--- src/rtl/dsh.sv ---
`default_nettype none
// ============================================================================
// Module   : dsh
// Purpose  : Buffered 3-to-8 one-hot decoder; each queued code is shown on
//            onehot for HOLD cycles, back-to-back with no gap.
// Revision : 1.0 - initial release
// ============================================================================
module dsh #(
  parameter int DEPTH = 4,
  parameter int HOLD  = 3
) (
  input  logic                     clk,
  input  logic                     rst_n,
  input  logic [2:0]               code,
  input  logic                     code_vld,
  output logic                     code_rdy,
  output logic [7:0]               onehot,
  output logic                     out_vld,
  output logic [$clog2(DEPTH):0]   count,
  output logic                     busy
);

  localparam int c_AW = $clog2(DEPTH);
  localparam int c_CW = c_AW + 1;
  localparam int c_HW = $clog2(HOLD + 1);

  typedef enum logic [0:0] {
    IDLE = 1'b0,
    SHOW = 1'b1
  } state_t;

  state_t            r_state;
  logic [2:0]        r_mem [DEPTH];
  logic [c_AW-1:0]   r_wptr;
  logic [c_AW-1:0]   r_rptr;
  logic [c_CW-1:0]   r_count;
  logic [c_HW-1:0]   r_hcnt;
  logic [7:0]        r_onehot;
  logic              r_out_vld;

  logic              w_push;
  logic              w_pop;
  logic              w_nonempty;
  logic [2:0]        w_head;

  assign code_rdy   = (r_count != c_CW'(DEPTH));
  assign w_push     = code_vld & code_rdy;
  assign w_nonempty = (r_count != '0);
  assign w_head     = r_mem[r_rptr];
  // Pop decision uses registered count, so a fresh push is never popped the same cycle.
  assign w_pop      = w_nonempty & ((r_state == IDLE) | (r_hcnt == '0));

  assign onehot  = r_onehot;
  assign out_vld = r_out_vld;
  assign count   = r_count;
  assign busy    = r_out_vld | w_nonempty;

  always_ff @(posedge clk) begin
    if (w_push) begin
      r_mem[r_wptr] <= code;
    end
  end

  always_ff @(posedge clk) begin
    if (!rst_n) begin
      r_state   <= IDLE;
      r_wptr    <= '0;
      r_rptr    <= '0;
      r_count   <= '0;
      r_hcnt    <= '0;
      r_onehot  <= 8'h00;
      r_out_vld <= 1'b0;
    end else begin
      if (w_push) begin
        r_wptr <= r_wptr + 1'b1;
      end
      if (w_pop) begin
        r_rptr <= r_rptr + 1'b1;
      end
      case ({w_push, w_pop})
        2'b10:   r_count <= r_count + 1'b1;
        2'b01:   r_count <= r_count - 1'b1;
        default: r_count <= r_count;
      endcase

      case (r_state)
        IDLE: begin
          if (w_nonempty) begin
            r_onehot  <= 8'h01 << w_head;
            r_out_vld <= 1'b1;
            r_hcnt    <= c_HW'(HOLD - 1);
            r_state   <= SHOW;
          end
        end
        SHOW: begin
          if (r_hcnt != '0) begin
            r_hcnt <= r_hcnt - 1'b1;
          end else if (w_nonempty) begin
            r_onehot <= 8'h01 << w_head;
            r_hcnt   <= c_HW'(HOLD - 1);
          end else begin
            r_onehot  <= 8'h00;
            r_out_vld <= 1'b0;
            r_state   <= IDLE;
          end
        end
        default: r_state <= IDLE;
      endcase
    end
  end

endmodule
`default_nettype wire

--- config.mk ---
export PLATFORM = sky130hd
export DESIGN_NAME = dsh
export DESIGN_NICKNAME = d
export VERILOG_FILES = /design/src/rtl/dsh.sv
export SDC_FILE = /design/constraint.sdc
export NUM_CORES = 1
export LEC_CHECK = 0
export ABC_CLOCK_PERIOD_IN_PS = 3550
export BUFFER_PORTS_ARGS = -buffer_cell sky130_fd_sc_hd__buf_2
export CAP_MARGIN = 20
export CORE_MARGIN = 1.5
export CORE_UTILIZATION = 34
export CTS_CLUSTER_SIZE = 12
export DETAILED_ROUTE_END_ITERATION = 12
export PLACE_DENSITY_LB_ADDON = 0.25
export SYNTH_ARGS = -nofsm -noshare
export SYNTH_HDL_FRONTEND = slang
export SYNTH_SLANG_ARGS = --single-unit
--- constraint.sdc ---
create_clock -name clk -period 3.55 [get_ports clk]
set_input_delay 0.71 -clock clk [delete_from_list [all_inputs] [get_ports clk]]
set_output_delay 0.71 -clock clk [all_outputs]
set_load 0.02 [all_outputs]
==> metrics, run 1 <==
GR Util met2 0.216; first-pass GRT wire length 4020 µm; syn_nets 123; wire per inst 13.1 µm; Slew headroom 0.717; Vias 916; actual slew at the worst max-slew pin 0.421 ns; Avg Inst Size Synth 12.4 µm²; initial antenna violation count 0; tightest hold margin 0.467 ns; fraction of layout cells with a size suffix above 1 0.244; # setup viols final 0; Die X 66.7 µm; Setup crit start kind flop; worst hold path type reg -> reg; Gates resized, CTS repair 0; vias in the first global route 888; total congestion overflow 0; Initial Utilization 0.366; # Post-CTS Setup Buffers 0; Post-Syn Area 0.00138 mm²; dpl hpwl 1760 µm; largest family of logic cells by synthesized area compound AO/OA/AOI/OAI gates; Die H 66.7 µm; unrepaired setup endpoints after global routing no; maximum VDD drop 0.318 mV; Fill cells 361; WL final 2400 µm; post-synthesis mux area share 0.0563; final worst-path cycle share 0.608; Area growth syn-to-layout 16.4%; Core Footprint 0.00377 mm²; DRC 0; Critical Path AT 2.36 ns; Crit path largest cell delay 0.47 ns; die footprint 0.00445 mm²; area share of the largest cell type after synthesis 0.305; Final Max Tran Viols 0; Final Hold Viols 0; io pins 20; Port Buffers 19; gr busiest metal met2; register area 781 µm²; GRT met1 Usage 0.134; Clock Latency Late Sink 0.28 ns; Layout Nets 146; H-tree levels 2; Clock Skew 0.00552 ns; Setup Total Neg Slack 0 ns; CP max-delay cell dfxtp_1; Via density 5.01; WP data required 3.75 ns; post-synthesis sequential area ratio 0.566; Synth area leader dfxtp_1; DRT iter0 DRCs 23; compound-gate portion of the synthesized area 0.140; status finished, final reports clean; Synth Instances 111; largest net degree at the start of global routing 13; Root Driver clkbuf_8; max-cap violations 0; static leakage 0.000648 µW; worst setup margin 1.39 ns; Synth cell types 36; xor/xnor share of the synthesized area 0.0191; Finished Cell Area 0.00161 mm²; ys flop type dfxtp_1; pwr/cell area 790 mW/mm²; ANT nets after route 0; Post-synth EDFFs 12; CTS tree built; pre-CTS WS 1.32 ns; Pre-antenna DRT Iters 4; GRT Total Usage 0.125; Yosys warnings 0; Tmin final 2.16 ns; WS Path Type reg -> reg; FMAX 463 MHz; r2r setup slk 1.39 ns; post-layout util 0.426; CTS Buffer Depth 2; CP Capture Type flop; CP Max Fanout 10; Clock transition at path regs 0.06 ns; row count 22; TritonCTS Buffers 5; Synth Area in Simple Gates 0.131; Final Wtd Congestion 0.785; multi-input gate area in the final layout 559 µm²; clk sinks 33; CP cell instances or3b_1, nand2_1, ha_1, fa_1, xnor2_1, or3_1, a21oi_1; ant diodes 0; CTS Hold Bufs 0; Seq cells post-synth 33; FFs w/ async S/R, synth 0; placed inst area 0.00153 mm²; met3 usage 0.0405; main area contributors after synthesis dfxtp_1 30%, edfxtp_1 26%, mux4_2 4.9%, ha_1 4.5%, a21oi_1 3.3%; Synth Area in Adders 0.0599
-- critical path, delay by kind of cell, from the launching register on --
family,cells,cell delay (ns)
xor gates and xnor gates,1,0.14
DFF,1,0.47
adders and majority gates,2,0.63
AOI/OAI and AO/OA,1,0.13
and+or+nand+nor,3,0.71
-- placed cells by master, fill, tap and decap left out, drive strengths merged, types with 2 or more instances in the layout --
| master | count |
|---|---|
| inv | 6 |
| or3b | 2 |
| ha | 5 |
| dfxtp | 21 |
| nand3b | 2 |
| edfxtp | 12 |
| buf | 20 |
| nand2b | 3 |
| nor3 | 2 |
| a21oi | 9 |
| nor2 | 5 |
| nand3 | 3 |
| and3 | 4 |
| mux4 | 3 |
| xor2 | 2 |
| a21o | 2 |
| nand2 | 2 |
| o21ai | 4 |
| o2bb2ai | 3 |
| or3 | 2 |
| a32o | 4 |
| clkbuf | 7 |
-- worst paths after layout --
check | startpoint | to | cells after the start
worst min-delay path | onehot[7] | onehot[7] | 1
worst max register to register | count[0] | count[2] | 7
worst max-delay path | count[0] | count[2] | 7
worst min register to register | onehot[7] | onehot[7] | 1
-- final cells by class --
| cell class | instances | share of cell area |
|---|---|---|
| clock inverters | 1 | 0.00234 |
| inverters | 6 | 0.0140 |
| multi-input cells | 68 | 0.348 |
| repair buffers | 20 | 0.0639 |
| well taps | 48 | 0.0374 |
| clock buffers | 7 | 0.0475 |
| flip-flops and latches | 33 | 0.486 |
-- cells by family after synthesis --
kind of cell / count (synthesis)
and+or+nand+nor: 28
AOI/OAI and AO/OA: 27
xor gates and xnor gates: 3
DFF: 33
muxes: 4
buffers and inverters: 10
adders and majority gates: 6
-- flip-flops by register name (all words and copies together) (netlist names), named ones only --
signal	count
count	3
r_rptr	2
r_hcnt	2
r_mem	12
out_vld	1
r_wptr	2
onehot	8
r_state	1
-- metal layers --
metal  wire (µm)  vias to the layer above  share of wire
met5           0                        -              0
met4          42                        0          0.017
met3          97                        5          0.040
met2        1200                       15           0.50
met1        1060                      437           0.44
li1            -                      459              -
-- stage by stage --
step | power [µW] | instances
after global placement | 1000 | 175
after CTS | 1280 | 183
final | 1270 | 183
after detailed placement | 1020 | 175
after floorplan | 895 | 111
after global routing | 1360 | 183
-- power breakdown --
part           total [µW]  leakage, µW  internal, µW  switching [µW]
registers             547     0.000282           475            71.8
clock network         260    0.0000399           136             124
logic                 461     0.000326           198             263
total                1270     0.000648           809             459
-- cell usage after synthesis, types with 2 or more instances --
cell	instances
nand3b_1	2
or3_1	2
and3_1	4
a21oi_1	9
a32o_1	3
ha_1	5
xor2_1	2
mux4_2	3
o2bb2ai_1	3
a21o_1	2
inv_1	6
or3b_1	2
nand3_1	3
nand2b_1	3
nand2_1	2
nor2_1	5
buf_1	2
o21ai_0	4
dfxtp_1	21
edfxtp_1	12
Note: power is estimated with default switching activity, not from simulation.
==> run 2, diff against run 1 <==
- ABC_CLOCK_PERIOD_IN_PS: 3550 -> 2100
- clock period: 3.55 -> 2.1 ns (I/O delays scaled with it)
==> metrics, run 2 (synthesis results as in run 1) <==
status finished, final reports clean; Gates resized, CTS repair 0 (unchanged); row count 22 (unchanged); largest register by flop count r_mem; pwr/cell area 1340 mW/mm² (+70%); WL final 2380 µm (-0.87%); WS Path Type reg -> reg; Internal 1410 µW (+74%); # setup viols final 0 (unchanged); r2r setup slk 0.19 ns (-1.20 ns); Area growth syn-to-layout 18.5%; Clock Skew 0.00637 ns (+0.000851 ns); Fill cells 356 (-1.4%); clk sinks 33 (unchanged); r2r endpoint count[2]; CP delay by family, top adder cells; Final Wtd Congestion 0.746 (-5.0%); Finished Cell Area 0.00163 mm² (+1.8%); actual slew at the worst max-slew pin 0.436 ns (+0.0156 ns); fraction of layout cells with a size suffix above 1 0.285 (+0.0402); Setup Total Neg Slack 0 ns (unchanged); max-cap violations 0 (unchanged); hold endpoint r_mem[2][1]; # Post-CTS Setup Buffers 0 (unchanged); die footprint 0.00445 mm² (unchanged); most frequent cells in the layout 19 x dfxtp_1, 19 x buf_2, 12 x edfxtp_1; H-tree levels 2 (unchanged); switching power 783 µW (+71%); Die X 66.7 µm (unchanged); Port Buffers 19 (unchanged); first-pass GRT wire length 4120 µm (+2.6%); Worst Hold Launch code[1]; Vias 930 (+1.5%); placed inst area 0.00154 mm² (+1.1%); Reg2Reg Depth 7 (unchanged); Pre-antenna DRT Iters 6 (+2); CP cell instances o21a_1, nor2_1, ha_1, fa_1, xnor2_1, or3_1, a21oi_1; DRT iter0 DRCs 17 (-26%); TritonCTS Buffers 5 (unchanged); Root Driver clkbuf_8; CTS Buffer Depth 2 (unchanged); Clk pwr share 0.221 (+0.016); GRT Total Usage 0.128 (+0.00327); Final Max Tran Viols 0 (unchanged); largest net degree at the start of global routing 13 (unchanged); Critical Path AT 2.12 ns (-0.24 ns); dpl hpwl 1750 µm (-0.44%); CTS tree built; io pins 20 (unchanged); max FFs per register 12 (unchanged); FMAX 523 MHz (+13%); CTS Hold Bufs 0 (unchanged); logic gate share of total power 0.359 (-0.005); Crit Reg-Reg Startpoint r_state; Placed Cells 177 (+1.1%); ant diodes 0 (unchanged); Die H 66.7 µm (unchanged); wire per inst 12.9 µm (-1.9%); WP data required 2.31 ns (-1.44 ns); sequential group share of total power 0.419 (-0.012); Core Footprint 0.00377 mm² (unchanged); static leakage 0.000667 µW (+2.9%); Clock transition at path regs 0.07 ns (about the same); Slew headroom 0.709 (-0.00775); initial antenna violation count 0 (unchanged); total congestion overflow 0 (unchanged); CP Max Fanout 8 (-2); Final Hold Viols 0 (unchanged); ANT nets after route 0 (unchanged); worst setup margin 0.189 ns (-1.20 ns); Tmin final 1.91 ns (-0.248 ns); Initial Utilization 0.366 (unchanged); Clock Latency Late Sink 0.28 ns (about the same); vias in the first global route 929 (+4.6%); final cell count without fillers 185 (+1.1%); Crit path largest cell delay 0.43 ns (-0.04 ns); CP Capture Type flop; Layout Nets 148 (+1.4%); pre-CTS WS 0.186 ns (-1.14 ns); maximum VDD drop 0.468 mV (+47%); post-layout power 2190 µW (+73%); worst hold path type in -> reg; unrepaired setup endpoints after global routing no; switching part of the total 0.357 (-0.00461); hold path cells 1 (unchanged); Via density 5.03 (+0.43%); crit path buf inv count 0 (unchanged); Setup crit start kind flop; CP max-delay cell dfxtp_1; final worst-path cycle share 0.910 (+0.302); DRC 0 (unchanged)
run 2: cell count changes in the layout (fill, tap and decap cells not counted), sizes merged:
cell	previous run	this run
buf	20	22
clkinv	1	2
clkbuf	7	6
run 2: how the worst max path moves through the flow:
stage / startpoint / end / slack (ns) / cells past startpoint
floorplan: count[2] / count[2] / 0.003 / 8
global placement: code_vld / count[2] / 0.22 / 7
detailed placement: code_vld / count[2] / 0.19 / 7
CTS: r_state / count[2] / 0.17 / 7
global route: r_state / count[2] / 0.05 / 7
finish: r_state / count[2] / 0.19 / 7
run 2: metrics by stage:
step / utilization / hold slack (ns)
final: 0.433 / 0.352
after CTS: 0.433 / 0.343
after global routing: 0.433 / 0.344
after global placement: 0.409 / 0.442
after floorplan: - / 0.455
after detailed placement: 0.409 / 0.451
run 2: layout make-up:
cell class	count	area (µm²)	area share
sequential	33	783	0.479
multi-input combinational	68	559	0.342
clock inverter	2	8.76	0.00536
timing repair buffer	22	118	0.0720
inverter	6	22.5	0.0138
clock buffer	6	82.6	0.0505
tap	48	60.1	0.0368
run 2: layer usage:
layer  wire, µm  GRT usage  share of wire
met1       1120      0.146           0.47
met2       1090      0.206           0.46
met3        125     0.0557          0.052
met4         48     0.0612          0.020
met5          0          0              0
run 2: worst reg2reg max path: stages, from the launching register on:
cell	delay, ns
dfxtp_1	0.43
o21a_1	0.18
nor2_1	0.06
ha_1	0.22
fa_1	0.38
xnor2_1	0.14
or3_1	0.30
a21oi_1	0.13
run 2: power by group through the flow:
stage               clock (µW)  sequential, µW  combinational [µW]
CTS                        509             922                 797
detailed placement           0             936                 792
global placement             0             933                 783
finish                     485             920                 788
global route               541             944                 880
floorplan                    0             986                 538
